$ cat src/rtl/dmem_port_arbiter.sv
// ============================================================================
// dmem_port_arbiter : round-robin core/debug share of the data-memory port,
//                     with a bounded debug lock for atomic bursts.
// Revision          : 1.0
// ============================================================================
`default_nettype none

module dmem_port_arbiter #(
  parameter int ADDR_W   = 12,
  parameter int DATA_W   = 64,
  parameter int LOCK_MAX = 16
) (
  input  logic                clk,
  input  logic                rst,
  input  logic                i_core_req,
  input  logic                i_core_we,
  input  logic [ADDR_W-1:0]   i_core_addr,
  input  logic [DATA_W-1:0]   i_core_wdata,
  input  logic [DATA_W/8-1:0] i_core_wstrb,
  output logic                o_core_gnt,
  output logic                o_core_rvalid,
  output logic [DATA_W-1:0]   o_core_rdata,
  input  logic                i_dbg_req,
  input  logic                i_dbg_we,
  input  logic [ADDR_W-1:0]   i_dbg_addr,
  input  logic [DATA_W-1:0]   i_dbg_wdata,
  input  logic [DATA_W/8-1:0] i_dbg_wstrb,
  input  logic                i_dbg_lock,
  output logic                o_dbg_gnt,
  output logic                o_dbg_rvalid,
  output logic [DATA_W-1:0]   o_dbg_rdata,
  output logic                o_core_stall,
  output logic                o_mem_en,
  output logic                o_mem_we,
  output logic [ADDR_W-1:0]   o_mem_addr,
  output logic [DATA_W-1:0]   o_mem_wdata,
  output logic [DATA_W/8-1:0] o_mem_wstrb,
  input  logic [DATA_W-1:0]   i_mem_rdata
);

  localparam int CNT_W = $clog2(LOCK_MAX) + 1;
  localparam logic [CNT_W-1:0] c_CNT_LAST = CNT_W'(LOCK_MAX - 1);

  typedef enum logic [0:0] {S_RR = 1'b0, S_LOCK = 1'b1} state_t;

  state_t           r_state, w_state_nxt;
  logic             r_last, w_last_nxt;   // 1 = debug port won last
  logic [CNT_W-1:0] r_lock_cnt, w_cnt_nxt;
  logic             r_rd_pend;
  logic             r_rd_dbg;
  logic             w_core_gnt, w_dbg_gnt;

  // Grants are forced low while reset is held so every output reads as zero.
  always_comb begin
    w_core_gnt  = 1'b0;
    w_dbg_gnt   = 1'b0;
    w_state_nxt = r_state;
    w_last_nxt  = r_last;
    w_cnt_nxt   = r_lock_cnt;
    if (!rst) begin
      case (r_state)
        S_RR: begin
          w_core_gnt = i_core_req & (~i_dbg_req | r_last);
          w_dbg_gnt  = i_dbg_req & (~i_core_req | ~r_last);
          if (w_core_gnt) begin
            w_last_nxt = 1'b0;
          end else if (w_dbg_gnt) begin
            w_last_nxt = 1'b1;
            if (i_dbg_lock) begin
              w_state_nxt = S_LOCK;
              w_cnt_nxt   = CNT_W'(1);
            end
          end
        end
        S_LOCK: begin
          w_dbg_gnt = i_dbg_req;
          if (!i_dbg_lock || (r_lock_cnt == c_CNT_LAST)) begin
            w_state_nxt = S_RR;
            w_last_nxt  = 1'b1;
            w_cnt_nxt   = '0;
          end else begin
            w_cnt_nxt = r_lock_cnt + CNT_W'(1);
          end
        end
        default: w_state_nxt = S_RR;
      endcase
    end
  end

  always_ff @(posedge clk or posedge rst) begin
    if (rst) begin
      r_state    <= S_RR;
      r_last     <= 1'b1;
      r_lock_cnt <= '0;
      r_rd_pend  <= 1'b0;
      r_rd_dbg   <= 1'b0;
    end else begin
      r_state    <= w_state_nxt;
      r_last     <= w_last_nxt;
      r_lock_cnt <= w_cnt_nxt;
      r_rd_pend  <= (w_core_gnt & ~i_core_we) | (w_dbg_gnt & ~i_dbg_we);
      r_rd_dbg   <= w_dbg_gnt;
    end
  end

  always_comb begin
    o_mem_en    = 1'b0;
    o_mem_we    = 1'b0;
    o_mem_addr  = '0;
    o_mem_wdata = '0;
    o_mem_wstrb = '0;
    if (w_dbg_gnt) begin
      o_mem_en    = 1'b1;
      o_mem_we    = i_dbg_we;
      o_mem_addr  = i_dbg_addr;
      o_mem_wdata = i_dbg_wdata;
      o_mem_wstrb = i_dbg_wstrb;
    end else if (w_core_gnt) begin
      o_mem_en    = 1'b1;
      o_mem_we    = i_core_we;
      o_mem_addr  = i_core_addr;
      o_mem_wdata = i_core_wdata;
      o_mem_wstrb = i_core_wstrb;
    end
  end

  assign o_core_gnt    = w_core_gnt;
  assign o_dbg_gnt     = w_dbg_gnt;
  assign o_core_stall  = ~rst & i_core_req & ~w_core_gnt;
  assign o_core_rvalid = r_rd_pend & ~r_rd_dbg;
  assign o_dbg_rvalid  = r_rd_pend & r_rd_dbg;
  assign o_core_rdata  = o_core_rvalid ? i_mem_rdata : '0;
  assign o_dbg_rdata   = o_dbg_rvalid ? i_mem_rdata : '0;

endmodule

`default_nettype wire

$ cat config.mk
export PLATFORM = sky130hd
export DESIGN_NAME = dmem_port_arbiter
export DESIGN_NICKNAME = d
export VERILOG_FILES = /design/src/rtl/dmem_port_arbiter.sv
export SDC_FILE = /design/constraint.sdc
export NUM_CORES = 1
export LEC_CHECK = 0
export CAP_MARGIN = 20
export CORE_AREA = 2 2 178 180
export DETAILED_ROUTE_END_ITERATION = 7
export DIE_AREA = 0 0 180 182
export SETUP_SLACK_MARGIN = 0.3
export SLEW_MARGIN = 20
export SYNTH_ARGS = -nofsm -noshare
export SYNTH_HDL_FRONTEND = slang
export SYNTH_SLANG_ARGS = --single-unit
$ cat constraint.sdc
create_clock -name clk -period 2.2 [get_ports clk]
set_input_delay 0.44 -clock clk [delete_from_list [all_inputs] [get_ports clk]]
set_output_delay 0.44 -clock clk [all_outputs]
set_load 0.01 [all_outputs]
==> results of run 1 <==
==> power groups by stage <==
stage          Sequential (W)  Combinational [W]  Clock [W]
6_report             0.000282            0.00301   0.000328
5_1_grt              0.000289            0.00318   0.000333
4_1_cts              0.000282            0.00284   0.000327
3_5_place_dp         0.000271            0.00232          0
3_3_place_gp         0.000271            0.00231          0
2_1_floorplan        0.000262           0.000830          0
==> cells by family (layout without fill, tap and decap cells) <==
group                      count (synthesis)  after routing  share of synthesized area, %
adders and majority gates                  2              2                          1.11
AOI/OAI and AO/OA                        101            101                          37.4
other                                      0              2                             0
DFF                                        9              9                          10.1
buffers and inverters                     47            593                          11.0
and+or+nand+nor                          149            149                          40.4
==> path summary, 6_finish.rpt <==
path                       cells past startpoint             to  slack, ns
max reg2reg                                   14      r_rd_pend       0.16
max in group asynchronous                      5         r_last       1.52
min                                            5        r_state       0.47
min in group clk                               2  r_lock_cnt[4]       0.51
min reg2reg                                    2  r_lock_cnt[4]       0.51
max                                           15       o_mem_en      -0.40
==> what timing repair did <==
action                                  CTS  global route
endpoints found under the setup margin  217           165
gates cloned                             15             5
setup buffers                            60             8
pin swaps                                56            34
resized for setup                       833           129
==> critical path, stage by stage (launching register included) <==
cell and delay, ns:
dfstp_2 0.56, nand2_2 0.08, o21ai_4 0.19, buf_6 0.12, buf_6 0.08, buf_6 0.08, buf_6 0.08, buf_6 0.08
buf_6 0.08, buf_6 0.08, buf_6 0.08, buf_6 0.08, buf_6 0.08, buf_6 0.09, nand2_4 0.06, buf_6 0.12
==> per-stage QoR <==
stage          instance area (um^2)  cells
2_1_floorplan                  2250    308
3_3_place_gp                   7560   1164
3_5_place_dp                   7560   1164
4_1_cts                        8340   1243
5_1_grt                        8360   1258
6_report                       8360   1258
==> area by class of cell <==
class                   instances  area, um^2  area share, %
multi-input cells             252        1910           22.9
inverters                       7        31.3          0.374
flip-flops and latches          9         229           2.74
repair buffers                582        5600           67.0
clock buffers                   4        78.8          0.942
diodes                          2        5.00         0.0598
well taps                     402         503           6.01
==> synth_stat cells, drive strengths merged, types with 2 or more instances <==
| cell | n |
|---|---|
| clkbuf | 21 |
| nor3 | 3 |
| nand3 | 3 |
| buf | 19 |
| a22o | 85 |
| nor2b | 5 |
| o21ai | 5 |
| nand2 | 4 |
| nor2 | 4 |
| a21oi | 6 |
| and3 | 65 |
| and2 | 65 |
| ha | 2 |
| dfrtp | 8 |
| inv | 7 |
==> sequential cells by signal, indices dropped and copies added (netlist names) <==
name / count
r_state: 1
r_rd_pend: 1
r_rd_dbg: 1
r_lock_cnt: 5
r_last: 1
==> metal layers <==
| layer | up-vias | track usage [%] |
|---|---|---|
| met4 | 4 | 5.01 |
| li1 | 2250 | - |
| met5 | - | 0 |
| met3 | 44 | 3.97 |
| met1 | 2267 | 16.8 |
| met2 | 366 | 24.8 |
==> flow_summary.ini, run 1 <==
[pwr]
pwr-share-comb_pct = 83.1
fin_total_pwr_w = 0.00362
p_seq_share_pct = 7.8
p_sw_w = 0.00136
clockPowerShare_pct = 9.1
p_per_area_mw_per_mm2 = 432
power.internal_w = 0.00225
power_leakage_nw = 4.20
ir_drop_uv = 257
switching_share_pct = 37.7

[synthesis]
synth_area_leaders = a22o_1 (33%), and2_1 (18%), and3_1 (18%)
synth_cells = 308
synth_enable_flop_cells = 0
synth_top_area_share_pct = 33.1
yosys.area.top_type = a22o_1
synthFlopType = dfrtp_1
ys_ff_latch = 9
synth_nets = 549
synth_area_mm2 = 0.00225
yosys_warnings = 0
async_flop_share_pct = 100
yosys.cell_types.count = 26
synth_area_per_cell_um2 = 7.31
seq_area_frac_synth_pct = 10.1

[final_layout]
final_cell_mix = clkdlybuf4s50_1 (235), buf_2 (124), buf_6 (86)
area_delta_synth_final_pct = 271
fillerInstances = 3343
drive_gt1_share_pct = 44.5
fin_nets = 1096
layout_commonest_cell = clkdlybuf4s50_1
post-route-util_pct = 27.0

[route]
first_pass_iters = 4
detail_route.iter0.violations = 168
wl_met3_um = 2290
wl_met2_um = 12400
wl_per_cell_um = 20.7
viasPerCell = 3.92
drc_errors = 0
vias = 4931
highest_layer = met5
ant_nets = 0
wirelength_um = 26000
m1WireLength_um = 10300

[worst_setup_path]
critical_path_arrival_ns = 2.16
reg2reg_from = r_state
required_ns = 1.76
startpoint = r_last
crit_type = reg2out
critPathMaxFanout = 3
worst_setup_path_end_kind = output pin
crit_path_start_kind = register

[sta]
slew_headroom_pct = 79.2
maxSlewViolCount = 0
hold_ws_ns = 0.468
final.setup.tns_ns = -20.58
post-route-min-period_ns = 2.60
setup_violations = 88
period_share_pct = 118
fmax_mhz = 385
finClkSkew_ns = 0.00292
rsz0062_at_grt = true
hold_violations = 0
postLayoutSetupSlackWorst_ns = -0.396
worst_pin_slew_ns = 0.311

[global_route]
overflow = 0
grt_max_degree = 33
grt_pass1_vias = 4898
grt_pass1_wl_um = 34500
track_usage_pct = 14.3
antenna_found_initial = 4

[placement]
port_buffers = 457
preCtsSetupSlack_ns = -0.737
routabilityCongestion = 0.811
dp_hpwl_um = 18700

[floorplanning]
dieWidth_um = 180
die_area_mm2 = 0.0328
die_h_um = 182
num_rows = 65
core-area_mm2 = 0.0310
initial_core_util_pct = 7.27
ioPinCount = 458

[outcome]
violations = negative setup slack
status = finished, violations left

[job]
max_cap_violations = 0

[cts]
cts-root-buf = clkbuf_16
cts_max_level = 1
cts_tree = yes
clock_path_buffers = 2
clk_pin_slew_worst_paths_ns = 0.04
cts_num_sinks = 9
insertion_delay_ns = 0.24
cts_made_buffers = 3
holdBufCountCts = 0

[hold_path]
hold_class = in2async
(Power assumes the default switching activity.)
==> run 2: changes to the inputs <==
--- a/config.mk
+++ b/config.mk
@@ -6,9 +6,9 @@
 export NUM_CORES = 1
 export LEC_CHECK = 0
 export CAP_MARGIN = 20
-export CORE_AREA = 2 2 178 180
+export CORE_AREA = 2 2 180 182
 export DETAILED_ROUTE_END_ITERATION = 7
-export DIE_AREA = 0 0 180 182
+export DIE_AREA = 0 0 182 184
 export SETUP_SLACK_MARGIN = 0.3
 export SLEW_MARGIN = 20
 export SYNTH_ARGS = -nofsm -noshare
==> constraint.sdc (replaced) <==
create_clock -name clk -period 3.3 [get_ports clk]
set_input_delay 0.66 -clock clk [delete_from_list [all_inputs] [get_ports clk]]
set_output_delay 0.66 -clock clk [all_outputs]
set_load 0.01 [all_outputs]
==> run 2 against run 1 <==
Effect of this change:
- clock skew up 0.0020 ns
- flip-flop and latch count unchanged
- largest cell class unchanged
- setup slack gained 0.81 ns
- the run now ends clean
- highest routed layer is now met4
==> flow_summary.ini, run 2 (same netlist as run 1, synthesis figures left out) <==
[pwr]
clockPowerShare_pct = 12.1
p_sw_w = 0.000683
power.internal_w = 0.00112
p_per_area_mw_per_mm2 = 241
ir_drop_uv = 146
switching_share_pct = 37.9
power_leakage_nw = 3.35
pwr-share-comb_pct = 76.7
p_seq_share_pct = 11.2

[floorplanning]
die_h_um = 184
ioPinCount = 458
initial_core_util_pct = 7.17
die_area_mm2 = 0.0335
num_rows = 65
dieWidth_um = 182
core-area_mm2 = 0.0314

[cts]
cts_tree = yes
clock_path_buffers = 2
clk_pin_slew_worst_paths_ns = 0.04
cts_max_level = 1
insertion_delay_ns = 0.24
cts-root-buf = clkbuf_16
cts_made_buffers = 3
cts_num_sinks = 9

[global_route]
antenna_found_initial = 3
grt_max_degree = 66
grt_pass1_wl_um = 27600
grt_pass1_vias = 4501
overflow = 0
track_usage_pct = 10.8

[final_layout]
fin_nets = 1009
stdcell_count = 1170
multiInputGateArea_mm2 = 0.00179
area_delta_synth_final_pct = 233
regArea_um2 = 230
regMostFlops = r_lock_cnt
drive_gt1_share_pct = 8.08
final_cell_mix = clkdlybuf4s50_1 (369), a22o_1 (85), dlygate4sd2_1 (72)
largest_reg_flops = 5
layout_commonest_cell = clkdlybuf4s50_1
fillerInstances = 3429
final_area_mm2 = 0.00749

[route]
wl_per_cell_um = 17.1
vias = 4300
wirelength_um = 20000
first_pass_iters = 4
drc_errors = 0
viasPerCell = 3.68
detail_route.iter0.violations = 95
ant_nets = 0

[placement]
dp_hpwl_um = 17100
routabilityCongestion = 0.795
place_area_mm2 = 0.00743
port_buffers = 457
dp_cells = 1161

[outcome]
status = finished, final reports clean

[worst_setup_path]
required_ns = 2.64
crit_path_start_kind = input port
critical_path_arrival_ns = 2.23
critPathMaxFanout = 15
crit_type = in2out
worst_setup_path_end_kind = output pin

[job]
max_cap_violations = 0

[sta]
setup_violations = 0
post-route-min-period_ns = 2.89
rsz0062_at_grt = false
finClkSkew_ns = 0.00493
fmax_mhz = 346
maxSlewViolCount = 0
hold_violations = 0
worst_pin_slew_ns = 0.517
slew_headroom_pct = 65.5
period_share_pct = 87.6

[hold_path]
hold_class = reg2reg
-- run 2: cell type report --
class,count,area share (%)
inverter,7,0.384
sequential,9,3.07
antenna,1,0.0334
timing repair buffer,495,64.9
multi-input combinational,252,23.9
clock buffer,4,1.05
tap,402,6.71
-- run 2: power groups by stage --
stage	clock, W	sequential, W	combinational, W
floorplan	0	0.000175	0.000554
global placement	0	0.000198	0.00144
detailed placement	0	0.000200	0.00144
CTS	0.000221	0.000200	0.00140
global route	0.000225	0.000210	0.00149
finish	0.000217	0.000202	0.00138
-- run 2: final timing paths --
check | start | to | slack [ns] | depth (start not counted)
setup / recovery | i_dbg_req | o_mem_wdata[40] | 0.41 | 9
hold / removal | r_lock_cnt[4] | r_lock_cnt[4] | 0.50 | 2
setup reg to reg | r_lock_cnt[0] | r_lock_cnt[4] | 1.62 | 6
hold reg to reg | r_lock_cnt[4] | r_lock_cnt[4] | 0.50 | 2
max in group asynchronous | rst | r_last | 2.37 | 4
min in group asynchronous | rst | r_state | 0.71 | 4
-- run 2: worst max-delay path, cell delays in order --
cell and delay, ns:
dlygate4sd2_1 0.26, nor2b_1 0.15, nor2_2 0.12, nand3_2 0.11
inv_4 0.12, buf_16 0.14, bufbuf_16 0.28, a22o_1 0.12
dlygate4sd2_1 0.27
-- run 2: what timing repair did --
item | in CTS | in global routing
pin swaps | 6 | 1
setup endpoints to repair | 87 | 27
hold buffers | 0 | 0
cloned | 2 | 0
buffers inserted | 2 | 0
gates resized for setup | 121 | 8
-- run 2: stage by stage --
step / hold WS, ns / total power (W) / TNS, ns / utilization (%) / setup WS [ns]
finish: 0.501 / 0.00180 / 0 / 23.9 / 0.410
global route: 0.513 / 0.00192 / 0 / 23.9 / 0.284
CTS: 0.505 / 0.00182 / 0 / 23.8 / 0.251
detailed placement: 0.497 / 0.00164 / -0.270 / 23.7 / -0.0584
global placement: 0.495 / 0.00164 / -0.138 / 23.7 / -0.0373
floorplan: 0.476 / 0.000728 / 0 / - / 1.02
-- run 2: metal layers --
metal | part of all wire, % | global-route usage, %
met5 | 0 | 0
met4 | 2.1 | 2.39
met3 | 13 | 4.56
met2 | 49 | 19.8
met1 | 36 | 11.6
